<file path="config.mk">
export PLATFORM = sky130hd
export DESIGN_NAME = step_sequencer
export DESIGN_NICKNAME = d
export VERILOG_FILES = /design/src/rtl/step_sequencer_pkg.sv /design/src/rtl/step_sequencer_tempo_divider.sv /design/src/rtl/step_sequencer.sv
export SDC_FILE = /design/constraint.sdc
export NUM_CORES = 1
export LEC_CHECK = 0
export BUFFER_PORTS_ARGS = -buffer_cell sky130_fd_sc_hd__buf_2
export CAP_MARGIN = 30
export CORE_ASPECT_RATIO = 2
export CORE_MARGIN = 3
export CORE_UTILIZATION = 60
export DETAILED_ROUTE_END_ITERATION = 8
export PLACE_DENSITY = 0.8
export SKIP_LAST_GASP = 1
export SYNTH_ARGS = -nofsm -noshare
export SYNTH_HDL_FRONTEND = slang
export SYNTH_SLANG_ARGS = --single-unit
</file>
<file path="constraint.sdc">
create_clock -name clk -period 4.06 [get_ports clk]
set_clock_uncertainty 0.05 [all_clocks]
set_input_delay 0.203 -clock clk [delete_from_list [all_inputs] [get_ports clk]]
set_output_delay 0.203 -clock clk [all_outputs]
set_load 0.1 [all_outputs]
</file>
<file path="src/rtl/step_sequencer_pkg.sv">
// Shared constants for note/counter_top packing between the step sequencer
// and the oscillator top.
//   NOTE_W     note width
//   TOP_W      oscillator counter_top width
//   NOTE_SHIFT position of the note inside counter_top
//   REST_NOTE  note value meaning "no sound"
package step_sequencer_pkg;

  localparam int NOTE_W     = 6;
  localparam int TOP_W      = 17;
  localparam int NOTE_SHIFT = 9;

  localparam logic [NOTE_W-1:0] REST_NOTE = 6'd0;

  // {2'b0, note, 9'h0}
  function automatic logic [TOP_W-1:0] pack_top(input logic [NOTE_W-1:0] note);
    return {{(TOP_W-NOTE_W-NOTE_SHIFT){1'b0}}, note, {NOTE_SHIFT{1'b0}}};
  endfunction

endpackage

</file>
<file path="src/rtl/step_sequencer_tempo_divider.sv">
// Tempo divider: down-counter producing one tick per step period of
// 2^(MIN_SHIFT+tempo) clk cycles. Tempo is latched at reset and at each tick,
// so a tempo change only takes effect from the following step.
// Ports:
//   clk    system clock
//   rst    synchronous active-high reset
//   en     1 = count, 0 = hold at the reload value
//   tempo  period select, sampled at reset and on tick
//   tick   one-cycle pulse when the count reaches zero
//   half   count reaches the lower half of the period on the next edge
module step_sequencer_tempo_divider #(
  parameter int MIN_SHIFT = 16
) (
  input  logic       clk,
  input  logic       rst,
  input  logic       en,
  input  logic [2:0] tempo,
  output logic       tick,
  output logic       half
);

  localparam int CW = MIN_SHIFT + 8;

  function automatic logic [CW-1:0] reload_of(input logic [2:0] t);
    logic [CW-1:0] one;
    one = {{(CW-1){1'b0}}, 1'b1};
    return (one << (MIN_SHIFT + int'(t))) - one;
  endfunction

  logic [2:0]    r_tempo;
  logic [CW-1:0] r_count;
  logic [CW-1:0] w_reload;

  assign w_reload = reload_of(r_tempo);

  always_ff @(posedge clk) begin
    if (rst) begin
      r_tempo <= tempo;
      r_count <= reload_of(tempo);
    end else if (!en) begin
      r_count <= w_reload;
    end else if (r_count == '0) begin
      r_tempo <= tempo;
      r_count <= reload_of(tempo);
    end else begin
      r_count <= r_count - 1'b1;
    end
  end

  assign tick = en && (r_count == '0);
  // Lookahead by one cycle so a registered gate drops exactly when the
  // count goes below reload/2.
  assign half = (r_count <= (w_reload >> 1));

endmodule

</file>
<file path="src/rtl/step_sequencer.sv">
// Step sequencer: plays a recorded pattern of STEPS notes at a selectable
// tempo, driving the oscillator counter_top word and an amplitude gate.
// Ports:
//   clk          system clock
//   rst          synchronous active-high reset
//   run          1 = advance steps, 0 = pause (gate forced low)
//   record       1 = overwrite the step being left with note_in
//   note_in      note to record, 0 = rest
//   tempo        step period select, 2^(MIN_SHIFT+tempo) cycles
//   counter_top  {2'b0, note, 9'h0} for the oscillator
//   gate         high for the first half of a non-rest step
//   step_idx     current step
//   step_tick    one-cycle pulse at each step boundary
module step_sequencer
  import step_sequencer_pkg::*;
#(
  parameter int STEPS     = 8,
  parameter int MIN_SHIFT = 16
) (
  input  logic                     clk,
  input  logic                     rst,
  input  logic                     run,
  input  logic                     record,
  input  logic [NOTE_W-1:0]        note_in,
  input  logic [2:0]               tempo,
  output logic [TOP_W-1:0]         counter_top,
  output logic                     gate,
  output logic [$clog2(STEPS)-1:0] step_idx,
  output logic                     step_tick
);

  localparam int IDX_W = $clog2(STEPS);

  logic [NOTE_W-1:0] r_pattern [STEPS];
  logic [IDX_W-1:0]  r_idx;
  logic              r_tick;
  logic [TOP_W-1:0]  r_top;
  logic              r_gate;

  logic              w_tick;
  logic              w_half;
  logic [NOTE_W-1:0] w_note;

  step_sequencer_tempo_divider #(
    .MIN_SHIFT (MIN_SHIFT)
  ) u_tempo_divider (
    .clk   (clk),
    .rst   (rst),
    .en    (run),
    .tempo (tempo),
    .tick  (w_tick),
    .half  (w_half)
  );

  // r_idx already points at the new step when r_tick is high, and the write
  // to the step being left has landed, so this is the post-write note.
  assign w_note = r_pattern[r_idx];

  always_ff @(posedge clk) begin
    if (rst) begin
      for (int i = 0; i < STEPS; i++) begin
        r_pattern[i] <= '0;
      end
      r_idx  <= '0;
      r_tick <= 1'b0;
      r_top  <= '0;
      r_gate <= 1'b0;
    end else begin
      r_tick <= w_tick;
      if (w_tick) begin
        if (record) begin
          r_pattern[r_idx] <= note_in;
        end
        r_idx <= r_idx + 1'b1;
      end

      if (r_tick && (w_note != REST_NOTE)) begin
        r_top <= pack_top(w_note);
      end

      // Gate only rises on the cycle after a step boundary.
      if (!run) begin
        r_gate <= 1'b0;
      end else if (r_tick) begin
        r_gate <= (w_note != REST_NOTE);
      end else if (w_half) begin
        r_gate <= 1'b0;
      end
    end
  end

  assign counter_top = r_top;
  assign gate        = r_gate;
  assign step_idx    = r_idx;
  assign step_tick   = r_tick;

endmodule

</file>
==> metrics.txt, run 1 <==
htree depth=3; number of I/O pins=35; CTS Root Cell=clkbuf_16; core area=7320 µm²; prevailing post-synth register cell=edfxtp_1; ranking of synthesized cells by area=edfxtp_1 (34%), dfxtp_1 (17%), and2_1 (6.6%); hold_buf cts=0; first-pass GRT wire length=15.4 mm; clk_lat worst skew=340 ps; Total Power=2010 µW; Req. time, crit path=4240 ps; DIE AREA=8720 µm²; residual DRC count=0; layout cells sized above 1=18.5%; total global routing overflow=0; fill cell count=555; CP peak stage delay=460 ps; ANT nets after route=0; Hold WS=91.0 ps; GP Congestion=0.851; Post-CTS Resized=0; area leader, netlist=edfxtp_1; kind of critical path=flip-flop to flip-flop; synthesized instance count=395; unrepaired setup endpoints after global routing=false; total wire length=9.59 mm; syn avg cell area=11.5 µm²; Final nets=443; critical path capture point type=flip-flop; Post-synth EDFFs=51; Rel. slew slack=51.8%; slowest cell on the critical path=edfxtp_1; Synth cell types=58; vias in the first global route=3200; initial antenna violation count=0; hold path depth=1; critical path arrival=3180 ps; CTS tree=built; DP HPWL=7.21 mm; outcome=finished, final reports clean; type of the tightest min-delay check=input pin to flip-flop; Leakage=0.00181 µW; period utilization=73.9%; Finish-stage setup viols=0; Post-CTS Setup Bufs=0; Cells after DPL=498; DR pass1 iterations=4; peak supply drop=0.318 mV; max frequency=333 MHz; total CTS buffers=9; Max Cap Viol=0; Seq/Total Area, Yosys=50.5%; Worst-Margin Slew=720 ps; CTS Buffer Depth=2; Final Non-Filler Cells=514; initial core utilization=62.0%; DIE HEIGHT=129 µm; synthesized area=4540 µm²; vias per cell=5.91; TNS Setup=0 ps; CP Max Fanout=6; ys async rst share=0%; Synth top area share=33.7%; critical-path cell list=or3_1 > ha_1 > nor3_1 > a21oi_1 > o21a_1 > ha_1 > and4_1 > a21o_1 > o21ai_0 > a21oi_1 > o31a_1; crit path buf inv count=0; Final Core Density=68.0%; kind of launch point of the worst setup path=flip-flop; n_diodes=0; endpoints failing hold=0; reg2reg path depth=11; largest net degree at the start of global routing=24; PD cells=403 nW/µm²; yosys synthesis warning count=0; Clock Pin Slew Worst Setup and Hold Paths=60 ps; first-iteration detailed-routing DRC count=176; Pins Over Slew Limit=0; clk sinks=89; FF+latch count, synth=89; gr usage total=24.4%; CP top delay family=compound AO/OA/AOI/OAI gates; PortBufs=23; Vias=3038; row cnt=44; Crit path depth=11; DR WL/cell=18.7 µm; Final min period=3000 ps; Die X=67.5 µm; Layout area overhead=9.58%
registers in the layout (all words and copies together) (netlist names), named ones only:
name and cells:
step_tick 1, gate 1, u_tempo_divider.r_count 24, u_tempo_divider.r_tempo 3
counter_top 6, r_pattern 48, step_idx 3
cell type report:
cell class	instances	area (µm²)	area share, %
Tap cell	92	115	2.31
Sequential cell	89	2290	46.0
Multi-Input combinational cell	285	2120	42.6
Clock buffer	10	229	4.60
Clock inverter	6	68.8	1.38
Inverter	8	30.0	0.603
Timing Repair Buffer	24	123	2.46
metrics by stage:
stage	worst slack, ps	cell area [µm²]
after CTS	1060	4980
after global routing	921	4980
after floorplan	1220	4580
after detailed placement	1080	4680
after global placement	1180	4680
final	1060	4980
power breakdown:
part | total, µW | leakage (µW) | internal [µW] | switching [µW]
Combinational | 182 | 0.000881 | 57.6 | 124
Clock | 814 | 0.000139 | 478 | 336
Sequential | 1010 | 0.000794 | 987 | 25.7
Total | 2010 | 0.00181 | 1520 | 486
worst register-to-register path, cell delays in order (launching register included):
cell and delay (ps):
edfxtp_1 460, or3_1 450, ha_1 290, nor3_1 160, a21oi_1 60, o21a_1 200, ha_1 290, and4_1 200
a21o_1 180, o21ai_0 160, a21oi_1 90, o31a_1 310
cell usage after synthesis, drive strengths merged (3+ instances only):
library cell and count:
a21oi 9, a311oi 4, a31oi 3, and2 48, buf 15, clkbuf 8, dfxtp 38, edfxtp 51
ha 13, inv 7, mux2i 6, mux4 12, nand2 27, nand3 12, nand4 5, nor2 27
nor3 17, nor3b 3, nor4 8, o21ai 8, or2 9, or3 7, or4 4, xnor2 15
xor2 7
per-layer routing:
layer	up-vias	part of all wire [%]	GRT usage [%]
met5	-	0	0
met4	0	2.9	11.5
met3	22	2.8	4.25
met2	66	61	47.6
met1	1485	33	22.9
li1	1465	-	-
cell families (layout without fill, tap and decap cells):
| kind of cell | count (synthesis) | after routing | share of synthesized area [%] |
|---|---|---|---|
| buf+inv | 31 | 48 | 3.69 |
| other cells | 1 | 11 | 0.0825 |
| mux | 18 | 18 | 7.27 |
| simple gates | 175 | 175 | 23.5 |
| flops | 89 | 89 | 50.5 |
| xor+xnor | 22 | 22 | 4.24 |
| fa+ha+maj | 13 | 13 | 3.58 |
| compound gates | 46 | 46 | 7.22 |
layout by cell type (no fill, tap or decap), drive strengths merged, types with 3 or more instances in the layout:
cell type / count
nand2: 27
conb: 11
nand3: 12
nand4: 5
or4: 4
dfxtp: 38
nor3b: 3
nor3: 17
clkbuf: 10
xor2: 7
ha: 13
a311oi: 4
mux2i: 6
or3: 7
inv: 7
or2: 9
a21oi: 9
edfxtp: 51
clkinv: 4
nor2: 27
mux4: 12
o21ai: 8
buf: 24
and2: 48
nor4: 8
a31oi: 3
xnor2: 15
path summary, 6_finish.rpt:
kind,start,slack [ps],to
setup / recovery,u_tempo_divider.r_tempo[0]$_DFFE_PP_,1060,gate$_SDFFE_PP0P_
hold / removal,tempo[0],90,u_tempo_divider.r_tempo[0]$_DFFE_PP_
setup reg to reg,u_tempo_divider.r_tempo[0]$_DFFE_PP_,1060,gate$_SDFFE_PP0P_
hold reg to reg,u_tempo_divider.r_count[0]$_SDFF_PP1_,400,u_tempo_divider.r_count[0]$_SDFF_PP1_
(Power assumes the default switching activity.)
==> inputs of run 2 (changes only) <==
Clock period 4.06 ns to 2.95 ns, I/O delays scaled along.
==> run 2 against run 1 <==
Net effect:
- clock-buffer cell count stayed put
- critical path type unchanged
- via count increased by 2.5%
- fmax is 6.2% higher
- register-to-register slack got worse by 930 ps
- clock power rose by 72%
- global-route usage increased by 1.1 points
- sequential power grew 38%
- first-iteration DRC count is 28% higher
==> metrics.txt, run 2 (same netlist as run 1, synthesis figures left out) <==
outcome=finished, final reports clean; Max Cap Viol=0; CP Max Fanout=6; core area=7320 µm²; max frequency=354 MHz; PortBufs=23; endpoints failing hold=0; Post-CTS Setup Bufs=0; largest net degree at the start of global routing=24; first-pass GRT wire length=15.9 mm; CP Launch Point=u_tempo_divider.r_tempo[0]$_DFFE_PP_; number of I/O pins=35; DIE AREA=8720 µm²; CTS tree=built; row cnt=44; CTS Buffer Depth=2; Cells after DPL=514; Leakage=0.00193 µW; DR pass1 iterations=4; reg2reg path depth=11; GP Congestion=0.887; critical path capture point type=flip-flop; Layout area overhead=13.8%; htree depth=3; commonest non-fill, non-tap cell in the layout=edfxtp_1; DR WL/cell=18.6 µm; DIE HEIGHT=129 µm; vias per cell=5.87; period utilization=95.8%; TNS Setup=0 ps; clk sinks=89; Final min period=2830 ps; Total Power=3060 µW; peak supply drop=0.628 mV; CTS Root Cell=clkbuf_16; Final nets=459; max reg flops=48; Rel. slew slack=64.7%; Worst R2R Start=u_tempo_divider.r_tempo[0]$_DFFE_PP_; Die X=67.5 µm; Final Non-Filler Cells=530; final worst setup slack=124 ps; critical path arrival=3010 ps; n_diodes=0; PD cells=592 nW/µm²; hold path depth=1; total CTS buffers=9; first-iteration detailed-routing DRC count=225; kind of critical path=flip-flop to flip-flop; initial core utilization=62.0%; Setup crit end=gate$_SDFFE_PP0P_; R2R Setup Slk=120 ps; total global routing overflow=0; unrepaired setup endpoints after global routing=false; ANT nets after route=0; Req. time, crit path=3140 ps; vias in the first global route=3266; type of the tightest min-delay check=input pin to flip-flop; DP HPWL=7.46 mm; most frequent cells in the layout=edfxtp_1 (51), and2_1 (48), dfxtp_1 (38); Final Core Density=70.6%; total wire length=9.84 mm; Finish-stage setup viols=0; Vias=3113; RR Endpoint=gate$_SDFFE_PP0P_; layout cells sized above 1=21.7%; kind of launch point of the worst setup path=flip-flop; DP Worst Slack=122 ps; residual DRC count=0; Pins Over Slew Limit=0; clk_lat worst skew=350 ps; Worst-Margin Slew=529 ps; Top reg by flops=r_pattern; initial antenna violation count=0; gr usage total=25.5%; Clock Pin Slew Worst Setup and Hold Paths=60 ps
[run 2: cell type report]
type,instances,area [µm²]
clock buffer,10,229
fill,537,2150
multi-input combinational,285,2120
sequential,89,2290
timing repair buffer,40,243
clock inverter,6,138
inverter,8,30.0
tap,92,115
[run 2: critical path, cell delays in order (launching register included)]
cell and delay, ps:
edfxtp_1 380, or3_1 420, ha_2 230, nor3_1 140, a21oi_1 60, o21a_1 200, ha_1 300, and4_1 200
a21o_1 170, o21ai_0 150, a21oi_1 90, o31a_1 300
[run 2: worst min-delay path by stage]
stage / startpoint / end / slack, ps
after global placement: u_tempo_divider.r_count[0]$_SDFF_PP1_ / u_tempo_divider.r_count[0]$_SDFF_PP1_ / 370
final: tempo[0] / u_tempo_divider.r_tempo[0]$_DFFE_PP_ / 40
after global routing: tempo[0] / u_tempo_divider.r_tempo[0]$_DFFE_PP_ / 30
after detailed placement: u_tempo_divider.r_count[0]$_SDFF_PP1_ / u_tempo_divider.r_count[0]$_SDFF_PP1_ / 380
after floorplan: tempo[0] / u_tempo_divider.r_tempo[0]$_DFFE_PP_ / 200
after CTS: tempo[0] / u_tempo_divider.r_tempo[0]$_DFFE_PP_ / 20
[run 2: timing repair]
item | CTS | global route
hold buffers | 0 | 0
setup endpoints to repair | 0 | 1
endpoints found under the hold margin | 0 | 0
gates resized for setup | 0 | 1
[run 2: report_power, final]
part | total (µW) | switching (µW) | internal (µW)
clock | 1400 | 485 | 920
sequential | 1390 | 32.7 | 1360
combinational | 264 | 177 | 86.5
total | 3060 | 695 | 2360
[run 2: per-layer routing]
layer | routed length [µm] | track usage [%]
met1 | 3200 | 24.0
met2 | 5730 | 46.4
met3 | 283 | 4.60
met4 | 626 | 18.8
met5 | 0 | 0
[run 2: per-stage QoR]
stage / hold slack, ps / area, µm²
global placement: 370 / 4800
detailed placement: 379 / 4800
global route: 26.0 / 5170
finish: 41.5 / 5170
floorplan: 196 / 4580
CTS: 23.1 / 5170
